File: config.mk
export PLATFORM = sky130hd
export DESIGN_NAME = mlp_layer_sequencer
export DESIGN_NICKNAME = d
export VERILOG_FILES = /design/src/rtl/mlp_layer_sequencer.sv
export SDC_FILE = /design/constraint.sdc
export NUM_CORES = 1
export LEC_CHECK = 0
export BUFFER_PORTS_ARGS = -buffer_cell sky130_fd_sc_hd__buf_4
export CAP_MARGIN = 40
export CORE_MARGIN = 4
export CORE_UTILIZATION = 35
export CTS_BUF_LIST = sky130_fd_sc_hd__clkbuf_8
export DETAILED_ROUTE_END_ITERATION = 16
export PLACE_DENSITY = 0.6
export SLEW_MARGIN = 30
export SYNTH_ARGS = -nofsm -noshare
export SYNTH_HDL_FRONTEND = slang
export SYNTH_SLANG_ARGS = --single-unit
export TNS_END_PERCENT = 50
File: constraint.sdc
create_clock -name clk -period 3.47 [get_ports clk]
set_input_delay 0.1735 -clock clk [delete_from_list [all_inputs] [get_ports clk]]
set_output_delay 0.1735 -clock clk [all_outputs]
set_load 0.02 [all_outputs]
File: src/rtl/mlp_layer_sequencer.sv
// Stage-1 address/control generator for the two-layer MLP datapath.
// Walks layer-1 then layer-2 (out, in) pairs emitting registered strobes.
module mlp_layer_sequencer #(
  parameter int N_IN        = 784,
  parameter int N_HID       = 64,
  parameter int N_OUT       = 10,
  parameter int IN_BASE     = 0,
  parameter int HID_BASE    = 1024,
  parameter int OUT_BASE    = 2048,
  parameter int WEIGHT_BASE = 0,
  parameter int PIPE_DEPTH  = 4
) (
  input  logic        clk,
  input  logic        reset,
  input  logic        run,
  output logic        done_1,
  output logic [11:0] neuron_addr_1,
  output logic [15:0] weight_addr_1,
  output logic        reset_mult_acc_1,
  output logic        mac_en_1,
  output logic [11:0] out_neuron_addr_1,
  output logic        write_neuron_1
);

  typedef enum logic [2:0] {
    S_IDLE,
    S_MAC,
    S_WRITE,
    S_DRAIN,
    S_DONE
  } state_t;

  localparam logic [11:0] K0_LAST = 12'(N_IN - 1);
  localparam logic [11:0] K1_LAST = 12'(N_HID - 1);
  localparam logic [11:0] J0_LAST = 12'(N_HID - 1);
  localparam logic [11:0] J1_LAST = 12'(N_OUT - 1);
  localparam logic [11:0] D_LAST  = 12'(PIPE_DEPTH - 1);
  localparam logic [11:0] IB      = 12'(IN_BASE);
  localparam logic [11:0] HB      = 12'(HID_BASE);
  localparam logic [11:0] OB      = 12'(OUT_BASE);
  localparam logic [15:0] WB      = 16'(WEIGHT_BASE);

  state_t      state_q, state_d;
  logic [11:0] k_q, k_d;
  logic [11:0] j_q, j_d;
  logic [11:0] d_q, d_d;
  logic        layer_q, layer_d;
  logic [15:0] wptr_q, wptr_d;

  logic        done_d, rma_d, mac_d, wr_d;
  logic [11:0] na_d, oa_d;
  logic [15:0] wa_d;

  logic        beat;
  logic [11:0] bk;
  logic        bl;
  logic [15:0] bw;

  always_comb begin
    state_d = state_q;
    k_d     = k_q;
    j_d     = j_q;
    d_d     = d_q;
    layer_d = layer_q;
    wptr_d  = wptr_q;
    done_d  = 1'b0;
    rma_d   = 1'b0;
    mac_d   = 1'b0;
    wr_d    = 1'b0;
    na_d    = neuron_addr_1;
    wa_d    = weight_addr_1;
    oa_d    = out_neuron_addr_1;
    beat    = 1'b0;
    bk      = 12'd0;
    bl      = layer_q;
    bw      = wptr_q;

    if (!run) begin
      state_d = S_IDLE;
      k_d     = 12'd0;
      j_d     = 12'd0;
      d_d     = 12'd0;
      layer_d = 1'b0;
      wptr_d  = 16'd0;
      na_d    = 12'd0;
      wa_d    = 16'd0;
      oa_d    = 12'd0;
    end else begin
      unique case (state_q)
        S_IDLE: begin
          state_d = S_MAC;
          layer_d = 1'b0;
          j_d     = 12'd0;
          k_d     = 12'd0;
          beat    = 1'b1;
          bl      = 1'b0;
          bw      = WB;
        end
        S_MAC: begin
          if (k_q == (layer_q ? K1_LAST : K0_LAST)) begin
            state_d = S_WRITE;
            wr_d    = 1'b1;
            oa_d    = (layer_q ? OB : HB) + j_q;
          end else begin
            k_d  = k_q + 12'd1;
            beat = 1'b1;
            bk   = k_q + 12'd1;
          end
        end
        S_WRITE: begin
          if (j_q != (layer_q ? J1_LAST : J0_LAST)) begin
            state_d = S_MAC;
            j_d     = j_q + 12'd1;
            k_d     = 12'd0;
            beat    = 1'b1;
          end else if (!layer_q) begin
            state_d = S_DRAIN;
            d_d     = 12'd0;
          end else begin
            state_d = S_DONE;
            done_d  = 1'b1;
          end
        end
        S_DRAIN: begin
          // wptr keeps running so layer-2 weights follow layer-1 ones
          if (d_q == D_LAST) begin
            state_d = S_MAC;
            layer_d = 1'b1;
            j_d     = 12'd0;
            k_d     = 12'd0;
            beat    = 1'b1;
            bl      = 1'b1;
          end else begin
            d_d = d_q + 12'd1;
          end
        end
        S_DONE: begin
          done_d = 1'b1;
        end
        default: begin
          state_d = S_IDLE;
        end
      endcase

      if (beat) begin
        mac_d  = 1'b1;
        rma_d  = (bk == 12'd0);
        na_d   = (bl ? HB : IB) + bk;
        wa_d   = bw;
        wptr_d = bw + 16'd1;
      end
    end
  end

  always_ff @(posedge clk) begin
    if (reset) begin
      state_q           <= S_IDLE;
      k_q               <= 12'd0;
      j_q               <= 12'd0;
      d_q               <= 12'd0;
      layer_q           <= 1'b0;
      wptr_q            <= 16'd0;
      done_1            <= 1'b0;
      neuron_addr_1     <= 12'd0;
      weight_addr_1     <= 16'd0;
      reset_mult_acc_1  <= 1'b0;
      mac_en_1          <= 1'b0;
      out_neuron_addr_1 <= 12'd0;
      write_neuron_1    <= 1'b0;
    end else begin
      state_q           <= state_d;
      k_q               <= k_d;
      j_q               <= j_d;
      d_q               <= d_d;
      layer_q           <= layer_d;
      wptr_q            <= wptr_d;
      done_1            <= done_d;
      neuron_addr_1     <= na_d;
      weight_addr_1     <= wa_d;
      reset_mult_acc_1  <= rma_d;
      mac_en_1          <= mac_d;
      out_neuron_addr_1 <= oa_d;
      write_neuron_1    <= wr_d;
    end
  end

endmodule
==> impl_metrics.tcl <==
set metrics [dict create \
    status "finished, final reports clean" \
    max_freq_mhz 399 \
    p_total_mw 2.16 \
    diodes 0 \
    final.period_utilization 0.723 \
    die_x_um 126 \
    placed_cells 779 \
    timing.setup.tns_ns 0 \
    synthArstFlopShare 0 \
    cp-end-kind "register" \
    grt_pass1_wl_um 20800 \
    fp.dieArea_um2 15900 \
    firstDrtPassIters 4 \
    crit_required_ns 3.75 \
    min_from "reset" \
    syn_area_per_cell_um2 8.39 \
    fp.dieH_um 126 \
    ctsResizeCount 0 \
    cts_tree "yes" \
    min_to "k_q[10]" \
    post_drt_via_cell_ratio 5.66 \
    cp_slowest_cell "o31a_2" \
    initial_core_util 0.363 \
    clk_pin_slew_ns 0.09 \
    globalRouteTotalUtil 0.155 \
    synthCells 582 \
    final_nets 625 \
    htreeDepth 3 \
    rr_endpoint "wptr_q[0]" \
    fin_skew_ns 0.00920 \
    hold_violations 0 \
    synth_top_flop_cell "dfxtp_1" \
    synth_nets 591 \
    drive_gt1_frac 0.158 \
    clock-root-buffer "clkbuf_8" \
    max_slew.worst_pin.slew_ns 0.876 \
    leakagePower_nw 1.90 \
    r2r_cells 5 \
    yosysTopAreaCellShare 0.410 \
    mostFrequentLayoutCell "dfxtp_1" \
    place_area_um2 5400 \
    ys_ff_latch 100 \
    synth_area_um2 4880 \
    cts_setup_buffers 0 \
    startpoint "k_q[0]" \
    r2r-start "k_q[0]" \
    maxSlewViolCount 0 \
    synth_cell_types 60 \
    cp_num_buf_inv 0 \
    whs_path_depth 3 \
    place.port_buffers 46 \
    relSlewSlack 0.411 \
    reg2reg_slack_ns 0.96 \
    fin_area_um2 5660 \
    worstSetupStartpointType "register" \
    grt_overflow 0 \
    gp_congestion 0.847 \
    powerDensity_nw_per_um2 381 \
    core_area_um2 13500 \
    stdcell_count 797 \
    cap_viol_max_count 0 \
    rows 42 \
    synthTopCellsByArea "dfxtp_1 (41%), a21oi_1 (7.2%), nand3_1 (5.1%), mux2i_1 (4.5%), nor2_1 (3.2%)" \
    yosys.area.top_type "dfxtp_1" \
    max_stage_delay_ns 0.69 \
    yosysSeqAreaShare 0.410 \
    synthToLayoutAreaGrowth_pct 16.0 \
    synth-edff-count 0 \
    cts_inserted_buffers 9 \
    critPathKind "reg -> reg" \
    grt_pass1_vias 4163 \
    fin_crit_ns 2.51 \
    ys_warn_count 0 \
    rsz0062_at_grt "no" \
    wl_um 12300 \
    crit_chain "ha_1 > nand3_1 > o31a_2 > or4_1 > and3_1" \
    hold_ws_ns 0.193 \
    setup_viol 0 \
    worstSkewPairLatency_ns 0.37 \
    peakVddDrop_uv 176 \
    grt_max_degree 47 \
    num-fill-cells 1394 \
    holdCritPathClass "in -> reg" \
    routedWlPerCell_um 15.4 \
    dr_total_vias 4510 \
    crit_fanout 33 \
    final_cell_mix "dfxtp_1 (100), a21oi_1 (70), buf_4 (62)" \
    ant_nets 0 \
    drc 0 \
    clock-sinks 100 \
    dp_hpwl_um 8420 \
    cts_hold_buf 0 \
    drtIter0Drc 286 \
    arrival_ns 2.79 \
    crit_family "simple AND/OR/NAND/NOR gates" \
    io_pins 47 \
    clockBufferDepth 2 \
    antenna_found_initial 0 \
]
==> power by group <==
| group | switching [mW] | internal (mW) | leakage (nW) | total (mW) |
|---|---|---|---|---|
| Combinational | 0.102 | 0.0390 | 0.968 | 0.141 |
| Sequential | 0.00593 | 1.15 | 0.806 | 1.16 |
| Clock | 0.396 | 0.463 | 0.122 | 0.859 |
==> cells by family after synthesis <==
logic type	synth area share
simple gates	0.240
compound gates	0.221
flops	0.410
buf+inv	0.0467
mux	0.0451
xor+xnor	0.0215
fa+ha+maj	0.0154
==> cell usage after synthesis, drive strengths merged, types with 7 or more instances <==
cell / instances
dfxtp: 100
a21oi: 70
nand3: 50
nor2: 41
nand2: 40
clkbuf: 28
o21ai: 24
mux2i: 22
or3: 20
buf: 14
nor3: 14
a31oi: 13
o211ai: 12
nand4: 11
and3: 8
inv: 8
nor4: 8
o31ai: 8
xnor2: 7
==> cell type report <==
type	count	area [um^2]	share of cell area
tap	176	220	0.0389
clock inverter	4	70.1	0.0124
multi-input combinational	432	2670	0.472
timing repair buffer	65	503	0.0888
sequential	100	2000	0.353
clock buffer	12	165	0.0292
inverter	8	30.0	0.00530
==> worst max-delay path by stage <==
stage	end	slack (ns)	cells past startpoint
final	wptr_q[0]	0.96	5
after CTS	wptr_q[0]	0.97	5
after floorplan	wptr_q[14]	0.95	11
after global placement	wptr_q[0]	0.69	5
after detailed placement	wptr_q[0]	0.99	5
after global routing	neuron_addr_1[10]	0.75	8
==> state kept, by name, summed over array words and instances, names as in the netlist <==
name / cells
weight_addr_1: 16
reset_mult_acc_1: 1
mac_en_1: 1
j_q: 12
out_neuron_addr_1: 12
d_q: 12
k_q: 12
done_1: 1
wptr_q: 16
layer_q: 1
neuron_addr_1: 12
write_neuron_1: 1
state_q: 3
==> through the flow <==
stage               worst slack [ns]   util
detailed placement             0.986  0.401
CTS                            0.966  0.419
finish                         0.962  0.421
global placement               0.687  0.400
global route                   0.753  0.421
floorplan                      0.947      -
==> worst min-delay path: cells and delay by family <==
kind / cells / cell delay [ns]
AO/OA/AOI/OAI: 1 / 0.14
buffers and inverters: 1 / 0.09
AND/OR/NAND/NOR: 1 / 0.13
==> routing by layer <==
layer	vias to the layer above	GRT usage	wire length, um
met1	2161	0.207	5900
li1	2239	-	-
met2	91	0.251	5730
met4	0	0.0562	206
met5	-	0	0
met3	19	0.0305	444
(Power assumes the default switching activity.)
